[src/rtl/instr_loader_if.sv]
// Byte-stream, instruction-memory write and status signals of the program loader.
// The loader itself connects through the master modport.
interface instr_loader_if;
    logic        start_in;
    logic [7:0]  byte_in;
    logic        byte_valid_in;
    logic        byte_ready_out;
    logic        instrWrite_out;
    logic [31:0] instr_address_out;
    logic [31:0] instr_out;
    logic        cpu_reset_out;
    logic        done_out;
    logic        error_out;

    modport master (
        input  start_in, byte_in, byte_valid_in,
        output byte_ready_out, instrWrite_out, instr_address_out, instr_out,
               cpu_reset_out, done_out, error_out
    );

    modport slave (
        output start_in, byte_in, byte_valid_in,
        input  byte_ready_out, instrWrite_out, instr_address_out, instr_out,
               cpu_reset_out, done_out, error_out
    );
endinterface

[src/rtl/instr_loader.sv]
// Loads a length-prefixed big-endian program from a byte stream into instruction
// memory while holding the processor in reset; releases it once the load completes.
module instr_loader #(
    parameter logic [31:0] BASE_ADDR = 32'h0000_0000,
    parameter int          MAX_WORDS = 256
) (
    input logic            clock_in,
    input logic            reset_in,
    instr_loader_if.master bus
);
    typedef enum logic [2:0] {IDLE, HEADER, LOAD, WRITE, DONE, ERROR} state_t;

    state_t      state;
    logic [1:0]  byte_cnt;
    logic [7:0]  hdr_hi;
    logic [23:0] partial;
    logic [15:0] word_count;
    logic [15:0] index;

    logic        xfer;
    logic [15:0] hdr_n;
    logic [15:0] index_nxt;

    assign xfer      = bus.byte_valid_in && bus.byte_ready_out;
    assign hdr_n     = {hdr_hi, bus.byte_in};
    assign index_nxt = index + 16'd1;

    always_ff @(posedge clock_in) begin
        if (!reset_in) begin
            state                 <= IDLE;
            byte_cnt              <= 2'd0;
            hdr_hi                <= 8'd0;
            partial               <= 24'd0;
            word_count            <= 16'd0;
            index                 <= 16'd0;
            bus.byte_ready_out    <= 1'b0;
            bus.instrWrite_out    <= 1'b0;
            bus.instr_address_out <= 32'd0;
            bus.instr_out         <= 32'd0;
            bus.cpu_reset_out     <= 1'b0;
            bus.done_out          <= 1'b0;
            bus.error_out         <= 1'b0;
        end else begin
            case (state)
                IDLE, DONE, ERROR: begin
                    if (bus.start_in) begin
                        state              <= HEADER;
                        byte_cnt           <= 2'd0;
                        index              <= 16'd0;
                        bus.byte_ready_out <= 1'b1;
                        bus.cpu_reset_out  <= 1'b0;
                        bus.done_out       <= 1'b0;
                        bus.error_out      <= 1'b0;
                    end
                end
                HEADER: begin
                    if (xfer) begin
                        if (byte_cnt == 2'd0) begin
                            hdr_hi   <= bus.byte_in;
                            byte_cnt <= 2'd1;
                        end else begin
                            byte_cnt   <= 2'd0;
                            word_count <= hdr_n;
                            if (hdr_n == 16'd0) begin
                                state              <= DONE;
                                bus.byte_ready_out <= 1'b0;
                                bus.done_out       <= 1'b1;
                                bus.cpu_reset_out  <= 1'b1;
                            end else if (int'(hdr_n) > MAX_WORDS) begin
                                state              <= ERROR;
                                bus.byte_ready_out <= 1'b0;
                                bus.error_out      <= 1'b1;
                            end else begin
                                state <= LOAD;
                            end
                        end
                    end
                end
                LOAD: begin
                    // The word is published only on its 4th byte so the memory
                    // never sees a partially assembled instruction.
                    if (xfer) begin
                        if (byte_cnt == 2'd3) begin
                            state                 <= WRITE;
                            byte_cnt              <= 2'd0;
                            bus.byte_ready_out    <= 1'b0;
                            bus.instrWrite_out    <= 1'b1;
                            bus.instr_out         <= {partial, bus.byte_in};
                            bus.instr_address_out <= BASE_ADDR + {14'd0, index, 2'b00};
                        end else begin
                            partial  <= {partial[15:0], bus.byte_in};
                            byte_cnt <= byte_cnt + 2'd1;
                        end
                    end
                end
                WRITE: begin
                    bus.instrWrite_out <= 1'b0;
                    index              <= index_nxt;
                    if (index_nxt < word_count) begin
                        state              <= LOAD;
                        bus.byte_ready_out <= 1'b1;
                    end else begin
                        state             <= DONE;
                        bus.done_out      <= 1'b1;
                        bus.cpu_reset_out <= 1'b1;
                    end
                end
                default: state <= IDLE;
            endcase
        end
    end
endmodule

[src/flat_wrapper.sv]
// flat-port wrapper written by rule: the top's interface ports become plain ports
module instr_loader_flat 
#(
    parameter logic [31:0] BASE_ADDR = 32'h0000_0000,
    parameter int          MAX_WORDS = 256
)
  (clock_in, reset_in, bus_start_in, bus_byte_in, bus_byte_valid_in, bus_byte_ready_out, bus_instrWrite_out, bus_instr_address_out, bus_instr_out, bus_cpu_reset_out, bus_done_out, bus_error_out);
  instr_loader_if bus_i ();
  input logic clock_in;
  input logic reset_in;
  input wire logic [$bits(bus_i.start_in)-1:0] bus_start_in;
  input wire logic [$bits(bus_i.byte_in)-1:0] bus_byte_in;
  input wire logic [$bits(bus_i.byte_valid_in)-1:0] bus_byte_valid_in;
  output wire logic [$bits(bus_i.byte_ready_out)-1:0] bus_byte_ready_out;
  output wire logic [$bits(bus_i.instrWrite_out)-1:0] bus_instrWrite_out;
  output wire logic [$bits(bus_i.instr_address_out)-1:0] bus_instr_address_out;
  output wire logic [$bits(bus_i.instr_out)-1:0] bus_instr_out;
  output wire logic [$bits(bus_i.cpu_reset_out)-1:0] bus_cpu_reset_out;
  output wire logic [$bits(bus_i.done_out)-1:0] bus_done_out;
  output wire logic [$bits(bus_i.error_out)-1:0] bus_error_out;
  assign bus_i.start_in = bus_start_in;
  assign bus_i.byte_in = bus_byte_in;
  assign bus_i.byte_valid_in = bus_byte_valid_in;
  assign bus_byte_ready_out = bus_i.byte_ready_out;
  assign bus_instrWrite_out = bus_i.instrWrite_out;
  assign bus_instr_address_out = bus_i.instr_address_out;
  assign bus_instr_out = bus_i.instr_out;
  assign bus_cpu_reset_out = bus_i.cpu_reset_out;
  assign bus_done_out = bus_i.done_out;
  assign bus_error_out = bus_i.error_out;
  instr_loader #(.BASE_ADDR(BASE_ADDR), .MAX_WORDS(MAX_WORDS)) u_core (.clock_in(clock_in), .reset_in(reset_in), .bus(bus_i));
endmodule
[config.mk]
export PLATFORM = sky130hd
export DESIGN_NAME = instr_loader_flat
export DESIGN_NICKNAME = d
export VERILOG_FILES = /design/src/rtl/instr_loader_if.sv /design/src/rtl/instr_loader.sv /design/src/flat_wrapper.sv
export SDC_FILE = /design/constraint.sdc
export NUM_CORES = 1
export LEC_CHECK = 0
export ABC_CLOCK_PERIOD_IN_PS = 3500
export BUFFER_PORTS_ARGS = -buffer_cell sky130_fd_sc_hd__buf_2
export CAP_MARGIN = 10
export CORE_UTILIZATION = 45
export CTS_BUF_LIST = sky130_fd_sc_hd__clkbuf_4
export DETAILED_ROUTE_END_ITERATION = 16
export PLACE_DENSITY = 0.65
export SYNTH_ARGS = -nofsm -noshare
export SYNTH_HDL_FRONTEND = slang
export SYNTH_SLANG_ARGS = --single-unit
[constraint.sdc]
create_clock -name clock_in -period 3.5 [get_ports clock_in]
set_input_delay 0.7 -clock clock_in [delete_from_list [all_inputs] [get_ports clock_in]]
set_output_delay 0.7 -clock clock_in [all_outputs]
set_load 0.02 [all_outputs]
==> results.txt <==
Final setup violation count: 0
Wirelength per Cell: 14.21 um
Worst Setup End Kind: flop
Slowest-stage cell, CP: dfxtp_1
hold slack: 458.0 ps
Setup TNS: 0 ps
post_cts resized: 0
critical-path cell list: ha_1, and3_1, nand4_1, nor3_1, xor2_1, ha_1, nand4_1, a211oi_1, a32oi_1, a21oi_1, nor3b_1, mux2i_1
FFs w/ async S/R, synth: 0%
highest routed metal layer: met4
TritonCTS Buffers: 17
Synth Flop Type: dfxtp_1
Starting Density: 46.19%
Area growth syn-to-layout: 12.31%
Clk Latency, worst-skew pair: 500 ps
Max-cap violations: 0
GRT Total Usage: 20.97%
Clock H-tree levels: 4
Synth cell types: 44
antenna viol nets, final: 0
Worst Setup SP: u_core.index[0]
Die Y: 110.3 um
wl on met1: 6.078 mm
flops & latches, synth: 121
pwr/cell area: 478.3 nW/um2
vias in the first global route: 3988
final net count: 730
die width: 110.3 um
via count: 4448
DIE AREA: 12160 um2
critical path arrival: 3440 ps
TritonCTS clock tree: done
number of synthesized flops with an enable pin: 0
Total Wirelength: 12.17 mm
CTS Hold Buffers Added: 0
Final GP Congestion: 0.8616
Worst IR Drop VDD: 0.0002580 V
Mapped Cells: 654
wire length on met3: 642 um
status: finished clean
fin crit period: 3001 ps
final hold violations: 0
vias per cell: 5.196
total grt overflow: 0
initial antenna violation count: 0
Leakage: 2.375 nW
# diodes: 0
fin crit share: 85.76%
Ys Warns: 0
Worst-Margin Slew: 1004 ps
first-pass GRT wire length: 19.55 mm
Fmax: 333.2 MHz
CP Launch Type: flop
share of cells above drive strength 1: 14.73%
Initial DRC Count: 307
hpwl dp: 8.393 mm
CTS Buffer Depth: 2
CP bufs+invs: 0
Mapped Area: 5274 um2
Buffers on Ports: 64
CTS sink count: 121
unrepaired setup endpoints after global routing: no
fin util: 51.87%
worst r2r src: u_core.index[0]
Seq/Total Area, Yosys: 45.93%
metal2 WL: 5.251 mm
clock skew: 18.91 ps
# IOs: 81
# DRC: 0
Hold Crit Class: reg -> reg
syn_area_per_cell: 8.064 um2
Crit Path Max Fanout: 7
worst endpoint required time: 3930 ps
filler instances: 1118
floorplan core area: 11420 um2
power after layout: 0.002833 W
1st-pass router iterations: 7
setup bufs post-CTS: 0
root buffer cell: clkbuf_4
CP Class: reg -> reg
delay-heaviest family, CP: simple AND/OR/NAND/NOR gates
fin. max-slew vios: 0
delay of the slowest critical-path stage: 460 ps
hold_sp: u_core.bus.instr_out[29]
largest net degree at the start of global routing: 77
Rel. slew slack: 32.88%
Reg clk slew, reported paths: 120 ps
FP Rows: 39
-- cells in the mapped netlist, types with 4 or more instances --
cell      count  area, um2
mux2i_1      25      250.2
buf_6         4      45.04
ha_1         18      225.2
clkbuf_1     17      63.81
nand3_1      19      95.09
xor2_1        9      78.83
o21ai_0       6      30.03
and3_1        5      31.28
a21oi_1      97      485.5
a31oi_1       4      25.02
nor2_1       47      176.4
nand2b_1      4      25.02
dfxtp_1     121       2422
inv_1        20      75.07
xnor2_1       7      61.31
buf_2        11      55.05
buf_4        18      135.1
nand2_1     169      634.4
buf_1         5      18.77
nor3_1        8      40.04
-- per-layer routing --
metal	vias up	GRT usage, %
met5	-	0
met4	0	7.331
met3	17	4.644
met2	141	31.63
met1	2057	29.36
li1	2233	-
-- where the power goes --
| group | leakage [nW] | internal, W | switching (W) |
|---|---|---|---|
| clock network | 0.186 | 0.000655 | 0.000554 |
| registers | 0.975 | 0.00139 | 0.0000221 |
| logic | 1.21 | 0.0000620 | 0.000147 |
| total | 2.38 | 0.00211 | 0.000723 |
-- path summary, 6_finish.rpt --
path	end	slack, ps	cells past startpoint
hold / removal	u_core.bus.instr_out[29]	460	2
setup / recovery	u_core.bus.byte_ready_out	500	12
setup reg to reg	u_core.bus.byte_ready_out	500	12
hold reg to reg	u_core.bus.instr_out[29]	460	2
-- worst min-delay path, delay by kind of cell, from the launching register on --
family / cells / cell delay (ps)
AO/OA/AOI/OAI: 1 / 50
flip-flops: 1 / 330
AND/OR/NAND/NOR: 1 / 50
-- cell type report --
cell class	count	area (um2)	share of cell area, %
Timing Repair Buffer	68	375.4	6.337
Tap cell	143	178.9	3.021
Clock buffer	18	135.1	2.281
Clock inverter	14	221.5	3.739
Multi-Input combinational cell	470	2507	42.33
Inverter	22	82.58	1.394
Sequential cell	121	2422	40.90
-- state kept, by name (all words and copies together), names as in the netlist --
name                          flops
u_core.hdr_hi                     8
u_core.byte_cnt                   2
u_core.word_count                16
u_core.state                      3
u_core.index                     16
u_core.bus.cpu_reset_out          1
u_core.bus.error_out              1
u_core.bus.instr_out             32
u_core.bus.byte_ready_out         1
u_core.partial                   24
u_core.bus.instr_address_out     16
u_core.bus.instrWrite_out         1
-- layout by cell type, fill, tap and decap left out, types with 2 or more instances in the layout --
| master | count |
|---|---|
| nor2_1 | 47 |
| nand4_1 | 3 |
| a21oi_1 | 97 |
| nor4_1 | 3 |
| a31oi_1 | 4 |
| nand2b_1 | 4 |
| a21o_1 | 2 |
| conb_1 | 16 |
| buf_2 | 64 |
| and4_1 | 2 |
| xnor2_1 | 7 |
| nand2_1 | 169 |
| clkinv_4 | 4 |
| dfxtp_1 | 121 |
| o21ai_0 | 6 |
| a211oi_1 | 3 |
| buf_12 | 2 |
| nor3b_1 | 2 |
| inv_2 | 2 |
| inv_1 | 20 |
| xor2_1 | 9 |
| buf_4 | 2 |
| o31ai_1 | 3 |
| and3_1 | 5 |
| a22oi_1 | 2 |
| ha_1 | 18 |
| mux2i_1 | 25 |
| nor3_1 | 8 |
| clkbuf_4 | 18 |
| nand3_1 | 18 |
| nand3b_1 | 2 |
| bufinv_16 | 5 |
| and2_1 | 3 |
-- per-stage QoR --
| step | instances | worst slack, ps | cell area, um2 |
|---|---|---|---|
| 2_1_floorplan | 669 | 892.1 | 5330 |
| 3_3_place_gp | 824 | 699.9 | 5567 |
| 3_5_place_dp | 824 | 533.8 | 5567 |
| 4_1_cts | 856 | 516.0 | 5923 |
| 5_1_grt | 856 | 266.4 | 5923 |
| 6_report | 856 | 498.6 | 5923 |
-- kinds of logic (layout without fill, tap and decap cells) --
family                     count (synthesis)  count (layout)  share of synthesized area [%]
DFF                                      121             121                          45.93
buffers and inverters                     78             122                          7.687
AOI/OAI and AO/OA                        121             121                          12.41
muxes                                     25              25                          4.745
adders and majority gates                 18              18                          4.271
other                                      1              16                        0.07111
and+or+nand+nor                          274             274                          22.23
xor gates and xnor gates                  16              16                          2.657
No activity file was read; power rests on OpenSTA's default activity.
